--- src/rtl/code_pkg.sv ---
// Shared definitions for the ABCD code receive path: code width, FSM states,
// the inverse code table and the 7-segment hex patterns.
package code_pkg;

    localparam int CODE_W = 4;

    typedef enum logic {
        IDLE = 1'b0,
        RECV = 1'b1
    } state_t;

    // Inverse code table, indexed by code {S3,S2,S1,S0}, giving {A,B,C,D}.
    // Listed from index 15 down to index 0.
    localparam logic [15:0][CODE_W-1:0] INV_TABLE = {
        4'b0011, 4'b0111, 4'b1111, 4'b0110,   // F E D C
        4'b0000, 4'b1011, 4'b0001, 4'b1010,   // B A 9 8
        4'b1000, 4'b0010, 4'b0100, 4'b1110,   // 7 6 5 4
        4'b1101, 4'b0101, 4'b1100, 4'b1001    // 3 2 1 0
    };

    // Hex digit patterns {g,f,e,d,c,b,a}, active-high, index 15 down to 0.
    localparam logic [15:0][6:0] SEG_TABLE = {
        7'h71, 7'h79, 7'h5E, 7'h39,           // F E d C
        7'h7C, 7'h77, 7'h6F, 7'h7F,           // b A 9 8
        7'h07, 7'h7D, 7'h6D, 7'h66,           // 7 6 5 4
        7'h4F, 7'h5B, 7'h06, 7'h3F            // 3 2 1 0
    };

    // Display pattern for the cleared nibble (digit 0).
    localparam logic [6:0] SEG_RESET = 7'h3F;

endpackage

--- src/rtl/code_rx_decoder_if.sv ---
// Serial input / decoded output bundle of code_rx_decoder.
// The seg field exists only when CODE_RX_SEG_EN is defined.
interface code_rx_decoder_if;

    logic       start;
    logic       bit_in;
    logic       bit_valid;
    logic       out_ack;
    logic       A;
    logic       B;
    logic       C;
    logic       D;
    logic       out_valid;
    logic       overrun;
    logic       busy;
`ifdef CODE_RX_SEG_EN
    logic [6:0] seg;
`endif

    // Link/consumer side: drives the serial stream and the acknowledge.
    modport master (
        output start, bit_in, bit_valid, out_ack,
`ifdef CODE_RX_SEG_EN
        input  seg,
`endif
        input  A, B, C, D, out_valid, overrun, busy
    );

    // Decoder side.
    modport slave (
        input  start, bit_in, bit_valid, out_ack,
`ifdef CODE_RX_SEG_EN
        output seg,
`endif
        output A, B, C, D, out_valid, overrun, busy
    );

endinterface

--- src/rtl/code_rx_decoder_inv_lut.sv ---
// code_inv_lut: combinational 4-bit code -> {A,B,C,D} lookup.
// Reusable on its own as a round-trip checker for the encoder.
module code_inv_lut
    import code_pkg::*;
(
    input  logic [CODE_W-1:0] code,
    output logic [CODE_W-1:0] abcd
);

    // Table lookup; the map is a bijection so every code has an entry.
    always_comb begin
        abcd = INV_TABLE[code];
    end

endmodule

--- src/rtl/code_rx_decoder.sv ---
// code_rx_decoder: collects a 4-bit ABCD code serially (S3 first), decodes it
// back to the original nibble and holds it under a valid/ack handshake.
// Optional feature macro: CODE_RX_SEG_EN adds a registered 7-segment output.
module code_rx_decoder
    import code_pkg::*;
(
    input  logic               clk,
    input  logic               reset,
    code_rx_decoder_if.slave   rx
);

    state_t              state_r;
    state_t              state_n;
    logic [1:0]          count_r;
    logic [1:0]          count_n;
    // Only S3..S1 need storing; S0 is combined directly on the last bit.
    logic [CODE_W-2:0]   shift_r;
    logic [CODE_W-2:0]   shift_n;
    logic [CODE_W-1:0]   code_s;
    logic [CODE_W-1:0]   abcd_s;
    logic                load_s;
    logic [CODE_W-1:0]   abcd_r;
    logic                out_valid_r;
    logic                overrun_r;
    logic                busy_r;

    assign code_s = {shift_r, rx.bit_in};

    code_inv_lut u_inv_lut (
        .code (code_s),
        .abcd (abcd_s)
    );

    // Next-state logic: frame arming, bit collection and final load strobe.
    always_comb begin
        state_n = state_r;
        count_n = count_r;
        shift_n = shift_r;
        load_s  = 1'b0;
        case (state_r)
            IDLE: begin
                if (rx.start) begin
                    state_n = RECV;
                    count_n = 2'd0;
                    shift_n = '0;
                end else begin
                    state_n = IDLE;
                end
            end
            RECV: begin
                if (rx.start) begin
                    // Restart wins over a coincident bit; that bit is dropped.
                    state_n = RECV;
                    count_n = 2'd0;
                    shift_n = '0;
                end else if (rx.bit_valid) begin
                    shift_n = code_s[CODE_W-2:0];
                    count_n = count_r + 2'd1;
                    if (count_r == 2'd3) begin
                        load_s  = 1'b1;
                        state_n = IDLE;
                    end else begin
                        state_n = RECV;
                    end
                end else begin
                    state_n = RECV;
                end
            end
            default: begin
                state_n = IDLE;
                count_n = 2'd0;
                shift_n = '0;
            end
        endcase
    end

    // FSM, bit counter, shift register and registered busy flag.
    always_ff @(posedge clk or posedge reset) begin
        if (reset) begin
            state_r <= IDLE;
            count_r <= 2'd0;
            shift_r <= '0;
            busy_r  <= 1'b0;
        end else begin
            state_r <= state_n;
            count_r <= count_n;
            shift_r <= shift_n;
            busy_r  <= (state_n == RECV);
        end
    end

    // Held nibble and handshake flags; a load beats a coincident ack.
    always_ff @(posedge clk or posedge reset) begin
        if (reset) begin
            abcd_r      <= 4'b0000;
            out_valid_r <= 1'b0;
            overrun_r   <= 1'b0;
        end else if (load_s) begin
            abcd_r      <= abcd_s;
            out_valid_r <= 1'b1;
            if (out_valid_r && !rx.out_ack) begin
                overrun_r <= 1'b1;
            end
        end else if (out_valid_r && rx.out_ack) begin
            out_valid_r <= 1'b0;
        end
    end

`ifdef CODE_RX_SEG_EN
    logic [6:0] seg_r;

    // Hex display of the held nibble, updated on the same edge as A..D.
    always_ff @(posedge clk or posedge reset) begin
        if (reset) begin
            seg_r <= SEG_RESET;
        end else if (load_s) begin
            seg_r <= SEG_TABLE[abcd_s];
        end
    end

    assign rx.seg = seg_r;
`endif

    assign rx.A         = abcd_r[3];
    assign rx.B         = abcd_r[2];
    assign rx.C         = abcd_r[1];
    assign rx.D         = abcd_r[0];
    assign rx.out_valid = out_valid_r;
    assign rx.overrun   = overrun_r;
    assign rx.busy      = busy_r;

endmodule

--- src/flat_wrapper.sv ---
// flat-port wrapper written by rule: the top's interface ports become plain ports
module code_rx_decoder_flat import code_pkg::*;
  (clk, reset, rx_start, rx_bit_in, rx_bit_valid, rx_out_ack, rx_A, rx_B, rx_C, rx_D, rx_out_valid, rx_overrun, rx_busy);
  code_rx_decoder_if rx_i ();
  input  logic clk;
  input  logic reset;
  input wire logic [$bits(rx_i.start)-1:0] rx_start;
  input wire logic [$bits(rx_i.bit_in)-1:0] rx_bit_in;
  input wire logic [$bits(rx_i.bit_valid)-1:0] rx_bit_valid;
  input wire logic [$bits(rx_i.out_ack)-1:0] rx_out_ack;
  output wire logic [$bits(rx_i.A)-1:0] rx_A;
  output wire logic [$bits(rx_i.B)-1:0] rx_B;
  output wire logic [$bits(rx_i.C)-1:0] rx_C;
  output wire logic [$bits(rx_i.D)-1:0] rx_D;
  output wire logic [$bits(rx_i.out_valid)-1:0] rx_out_valid;
  output wire logic [$bits(rx_i.overrun)-1:0] rx_overrun;
  output wire logic [$bits(rx_i.busy)-1:0] rx_busy;
  assign rx_i.start = rx_start;
  assign rx_i.bit_in = rx_bit_in;
  assign rx_i.bit_valid = rx_bit_valid;
  assign rx_i.out_ack = rx_out_ack;
  assign rx_A = rx_i.A;
  assign rx_B = rx_i.B;
  assign rx_C = rx_i.C;
  assign rx_D = rx_i.D;
  assign rx_out_valid = rx_i.out_valid;
  assign rx_overrun = rx_i.overrun;
  assign rx_busy = rx_i.busy;
  code_rx_decoder u_core (.clk(clk), .reset(reset), .rx(rx_i));
endmodule
--- config.mk ---
export PLATFORM = sky130hd
export DESIGN_NAME = code_rx_decoder_flat
export DESIGN_NICKNAME = d
export VERILOG_FILES = /design/src/rtl/code_pkg.sv /design/src/rtl/code_rx_decoder_if.sv /design/src/rtl/code_rx_decoder_inv_lut.sv /design/src/rtl/code_rx_decoder.sv /design/src/flat_wrapper.sv
export SDC_FILE = /design/constraint.sdc
export NUM_CORES = 1
export LEC_CHECK = 0
export CAP_MARGIN = 20
export CELL_PAD_IN_SITES_DETAIL_PLACEMENT = 1
export CELL_PAD_IN_SITES_GLOBAL_PLACEMENT = 1
export CORE_MARGIN = 1
export CORE_UTILIZATION = 30
export DETAILED_ROUTE_END_ITERATION = 10
export PLACE_DENSITY = 0.64
export SYNTH_ARGS = -nofsm -noshare
export SYNTH_HDL_FRONTEND = slang
export SYNTH_SLANG_ARGS = --single-unit
--- constraint.sdc ---
create_clock -name clk -period 1.85 [get_ports clk]
set_input_delay 0.185 -clock clk [delete_from_list [all_inputs] [get_ports clk]]
set_output_delay 0.185 -clock clk [all_outputs]
set_load 0.1 [all_outputs]
==> results by stage <==
Floorplan:
- The horizontal die dimension is 49.2 um.
- The cell row count is 16.
- In this run the count of I/O pins placed on the die edge is 13.
- The total area inside the core boundary comes to roughly 0.0020 mm2.
- The starting density of the core is 33.0%.
- The floorplan step set the die height to about 50 um.
- The die covers 0.00242 mm2.

STA:
- The final number of hold-violating endpoints is 0.
- The final setup TNS is 0 ns.
- For the pin with the worst max-slew slack, the measured transition is 0.467 ns.
- The final period utilization is 81.6%.
- The highest clock rate is approximately 660 MHz.
- Setup repair after global routing left no endpoint under its margin.
- The final count of negative-setup-slack endpoints is 0.
- On the final layout, the worst hold slack is about 0.21 ns.
- Across the routed clock network, the largest skew measured is 0.00176 ns.
- The clock period minus worst slack is 1.51 ns.
- The final-report max-slew violation count is 0.
- The worst relative slew slack is approximately 70%.

Cells and area:
- The finished layout holds between 100 and 150 standard cells, fillers aside.
- The number of nets in the finished design is just over 90.
- Counting the fill cells in the layout gives around 240.
- The area growth from synthesis to layout is 24.9%.
- Cells with a size suffix above 1 make up 19.0% of the layout.
- 0 antenna diodes ended up in the layout.

Routing:
- The detailed router placed 498 vias in this run.
- The detail route stage leaves a number of antenna-violating nets equal to 0.
- The routed wire length is between 1000 and 1500 um.
- The first-iteration detailed-routing DRC count is 0.
- The post-route DRC violation count is 0.
- The detail-routed via count per cell is 4.70.
- The detailed-route wire length per cell is approximately 12 um.
- For this run, the detailed router's first-pass iteration total came to 1.

Critical path:
- The critical path in this run is classified as reg -> reg.
- Along the worst path, the maximum fanout reaches 7.
- The worst setup path is launched from a flop.
- The depth of the most critical reg-to-reg path is 5.
- The worst setup path endpoint is u_core.abcd_r[3]$_DFFE_PP0P_.
- The terminus of the critical flop-to-flop path is u_core.abcd_r[3]$_DFFE_PP0P_.
- For flop-to-flop paths, the worst setup slack is between 0.3 and 0.4 ns.
- The start of the worst register-to-register path is u_core.shift_r[0]$_DFFE_PP0P_.
- The critical path startpoint is u_core.shift_r[0]$_DFFE_PP0P_.
- For the worst setup path, the data required time is about 2.1 ns.
- The endpoint class of the critical path is a flop.
- Data on the critical path arrives at its endpoint at about 1.7 ns.

Clock tree:
- TritonCTS built the clock tree.
- The longest clock path from root to sink contains 2 buffers.
- The clock insertion delay at the later pin of the skew report is between 0.2 and 0.3 ns.
- The number of resized instances in the post-cts repair step is 0.
- The clock drives 12 sinks.
- The total of hold buffers inserted after clock tree synthesis is 0.
- The buffer count from post-CTS setup fixing is 0.
- CTS built an H-tree with a depth of 1.
- After clock tree synthesis, the clock-pin slew on the worst setup and hold paths is approximately 0.080 ns.
- The root cell of the clock tree is sky130_fd_sc_hd__clkbuf_4.
- Clock tree synthesis inserted a total of 3 buffers.

Yosys:
- Sorting the synthesized cells by area gives the leading types as sky130_fd_sc_hd__dfrtp_1 (45%), sky130_fd_sc_hd__ha_1 (11%), sky130_fd_sc_hd__nand2_1 (6.2%).
- When the netlist entered floorplanning its net count stood at 78.
- The fraction of post-synthesis cell area in the top cell type by area is between 40% and 50%.
- The number of distinct library cells after synthesis is 23.
- Synthesis produced 66 cells.
- Summing every instance area after synthesis gives around 670 um2.
- The most area-hungry cell type in the Yosys netlist is sky130_fd_sc_hd__dfrtp_1.
- The count of synthesis-stage warnings from yosys is 0.
- After synthesis, the most frequently instantiated cells are sky130_fd_sc_hd__dfrtp_1 (12), sky130_fd_sc_hd__nand2_1 (11), sky130_fd_sc_hd__a21oi_1 (6), sky130_fd_sc_hd__ha_1 (6).
- The count of flip-flops with a built-in enable after synthesis is 0.
- The fraction of synthesis flops using an asynchronous set or reset pin is 100%.
- Sequential elements use about 45% of the synthesized area.
- For this run, the leading register cell type out of synthesis is sky130_fd_sc_hd__dfrtp_1.
- The register bit count reported by yosys is 12.
- In this run the mean area of a mapped cell was between 10 and 15 um2.
- The most frequently used cell type in the post-synthesis netlist is sky130_fd_sc_hd__dfrtp_1.

Placement:
- The half-perimeter wire length of the detailed placement result is approximately 1000 um.
- The total instance count after detailed placement is around 100.
- The final weighted congestion of routability-driven global placement is 0.694.
- In this run the tool buffered the top-level ports with 12 buffer cells.

Power:
- The leakage power of the design is 0.000423 uW.
- The worst vdd rail ir drop is around 0.42 mV.
- The total power per unit cell area is 894 mW/mm2.

GRT:
- The via count of the first global-routing pass came to 505.
- The global-route wire length before repair is around 2300 um.
- The initial antenna violation count is 0.
- The total global routing track utilization is 12.8%.
- The global-route congestion overflow total is 0.
- The maximum number of pins on one net before global-route repair is 13.

Worst hold path:
- The min-delay analysis places its worst path in the category in -> async.

Job:
- The count of maximum capacitance violations is 0.

Outcome:
- The flow ran to the end, and the final reports show no timing, DRC or antenna violations.
-- where the power goes --
group	leakage [uW]	internal, uW	switching, uW	total [uW]
Combinational	0.000243	60.1	173	233
Clock	0.0000210	120	91.5	211
Sequential	0.000158	285	17.2	302
-- metrics by stage --
| step | area, um2 | util (%) | worst slack (ns) | power, uW |
|---|---|---|---|---|
| 6_report | 835 | 41.3 | 0.340 | 746 |
| 5_1_grt | 835 | 41.3 | 0.266 | 785 |
| 4_1_cts | 835 | 41.3 | 0.323 | 762 |
| 3_5_place_dp | 798 | 39.5 | 0.133 | 544 |
| 3_3_place_gp | 798 | 39.5 | 0.163 | 540 |
| 2_1_floorplan | 668 | - | 0.161 | 485 |
-- state kept, by name, summed over array words and instances (netlist names) --
register,cells
u_core.abcd_r,4
u_core.count_r,2
u_core.rx.out_valid,1
u_core.rx.overrun,1
u_core.shift_r,3
u_core.state_r,1
-- worst max-delay path: stages (launching register included) --
cell	delay, ns
sky130_fd_sc_hd__dfrtp_1	0.46
sky130_fd_sc_hd__inv_1	0.12
sky130_fd_sc_hd__ha_1	0.23
sky130_fd_sc_hd__nor2_1	0.06
sky130_fd_sc_hd__mux4_2	0.46
sky130_fd_sc_hd__o21ai_2	0.11
-- kinds of logic after synthesis --
family,after synthesis,synth area share [%]
AO/OA/AOI/OAI,15,14.0
multiplexers,2,4.87
adder cells (fa/ha/maj),6,11.2
flip-flops,12,44.9
XOR/XNOR,1,1.31
AND/OR/NAND/NOR,22,17.4
buffers and inverters,8,6.18
-- cells in the final DEF, fill, tap and decap left out, types with 3 or more instances in the layout --
| cell | count |
|---|---|
| sky130_fd_sc_hd__ha_1 | 6 |
| sky130_fd_sc_hd__clkdlybuf4s50_1 | 5 |
| sky130_fd_sc_hd__nand2_1 | 11 |
| sky130_fd_sc_hd__inv_1 | 4 |
| sky130_fd_sc_hd__clkbuf_4 | 3 |
| sky130_fd_sc_hd__dfrtp_1 | 12 |
| sky130_fd_sc_hd__a21oi_1 | 6 |
| sky130_fd_sc_hd__nand3_1 | 4 |
| sky130_fd_sc_hd__buf_4 | 7 |
-- cell type report --
cell class              count  area (um2)  area share [%]
clock buffers               4        36.3            4.35
flip-flops and latches     12         300            36.0
well taps                  27        33.8            4.05
multi-input cells          46         327            39.1
inverters                   4        15.0            1.80
repair buffers             13         123            14.7
-- per-layer routing --
layer / share of wire [%] / GRT usage [%]
met5: 0 / 0
met4: 1.6 / 7.35
met1: 46 / 14.2
met2: 48 / 21.0
met3: 4.3 / 4.67
-- worst min-delay path by stage --
stage,startpoint,end,depth (start not counted)
after floorplan,reset,u_core.abcd_r[0]$_DFFE_PP0P_,1
after global placement,u_core.abcd_r[1]$_DFFE_PP0P_,u_core.abcd_r[1]$_DFFE_PP0P_,1
after detailed placement,u_core.rx.overrun$_DFFE_PP0P_,u_core.rx.overrun$_DFFE_PP0P_,1
after CTS,reset,u_core.shift_r[2]$_DFFE_PP0P_,2
after global routing,reset,u_core.rx.overrun$_DFFE_PP0P_,2
final,reset,u_core.shift_r[2]$_DFFE_PP0P_,2
Power figures use the tool's default switching activity.
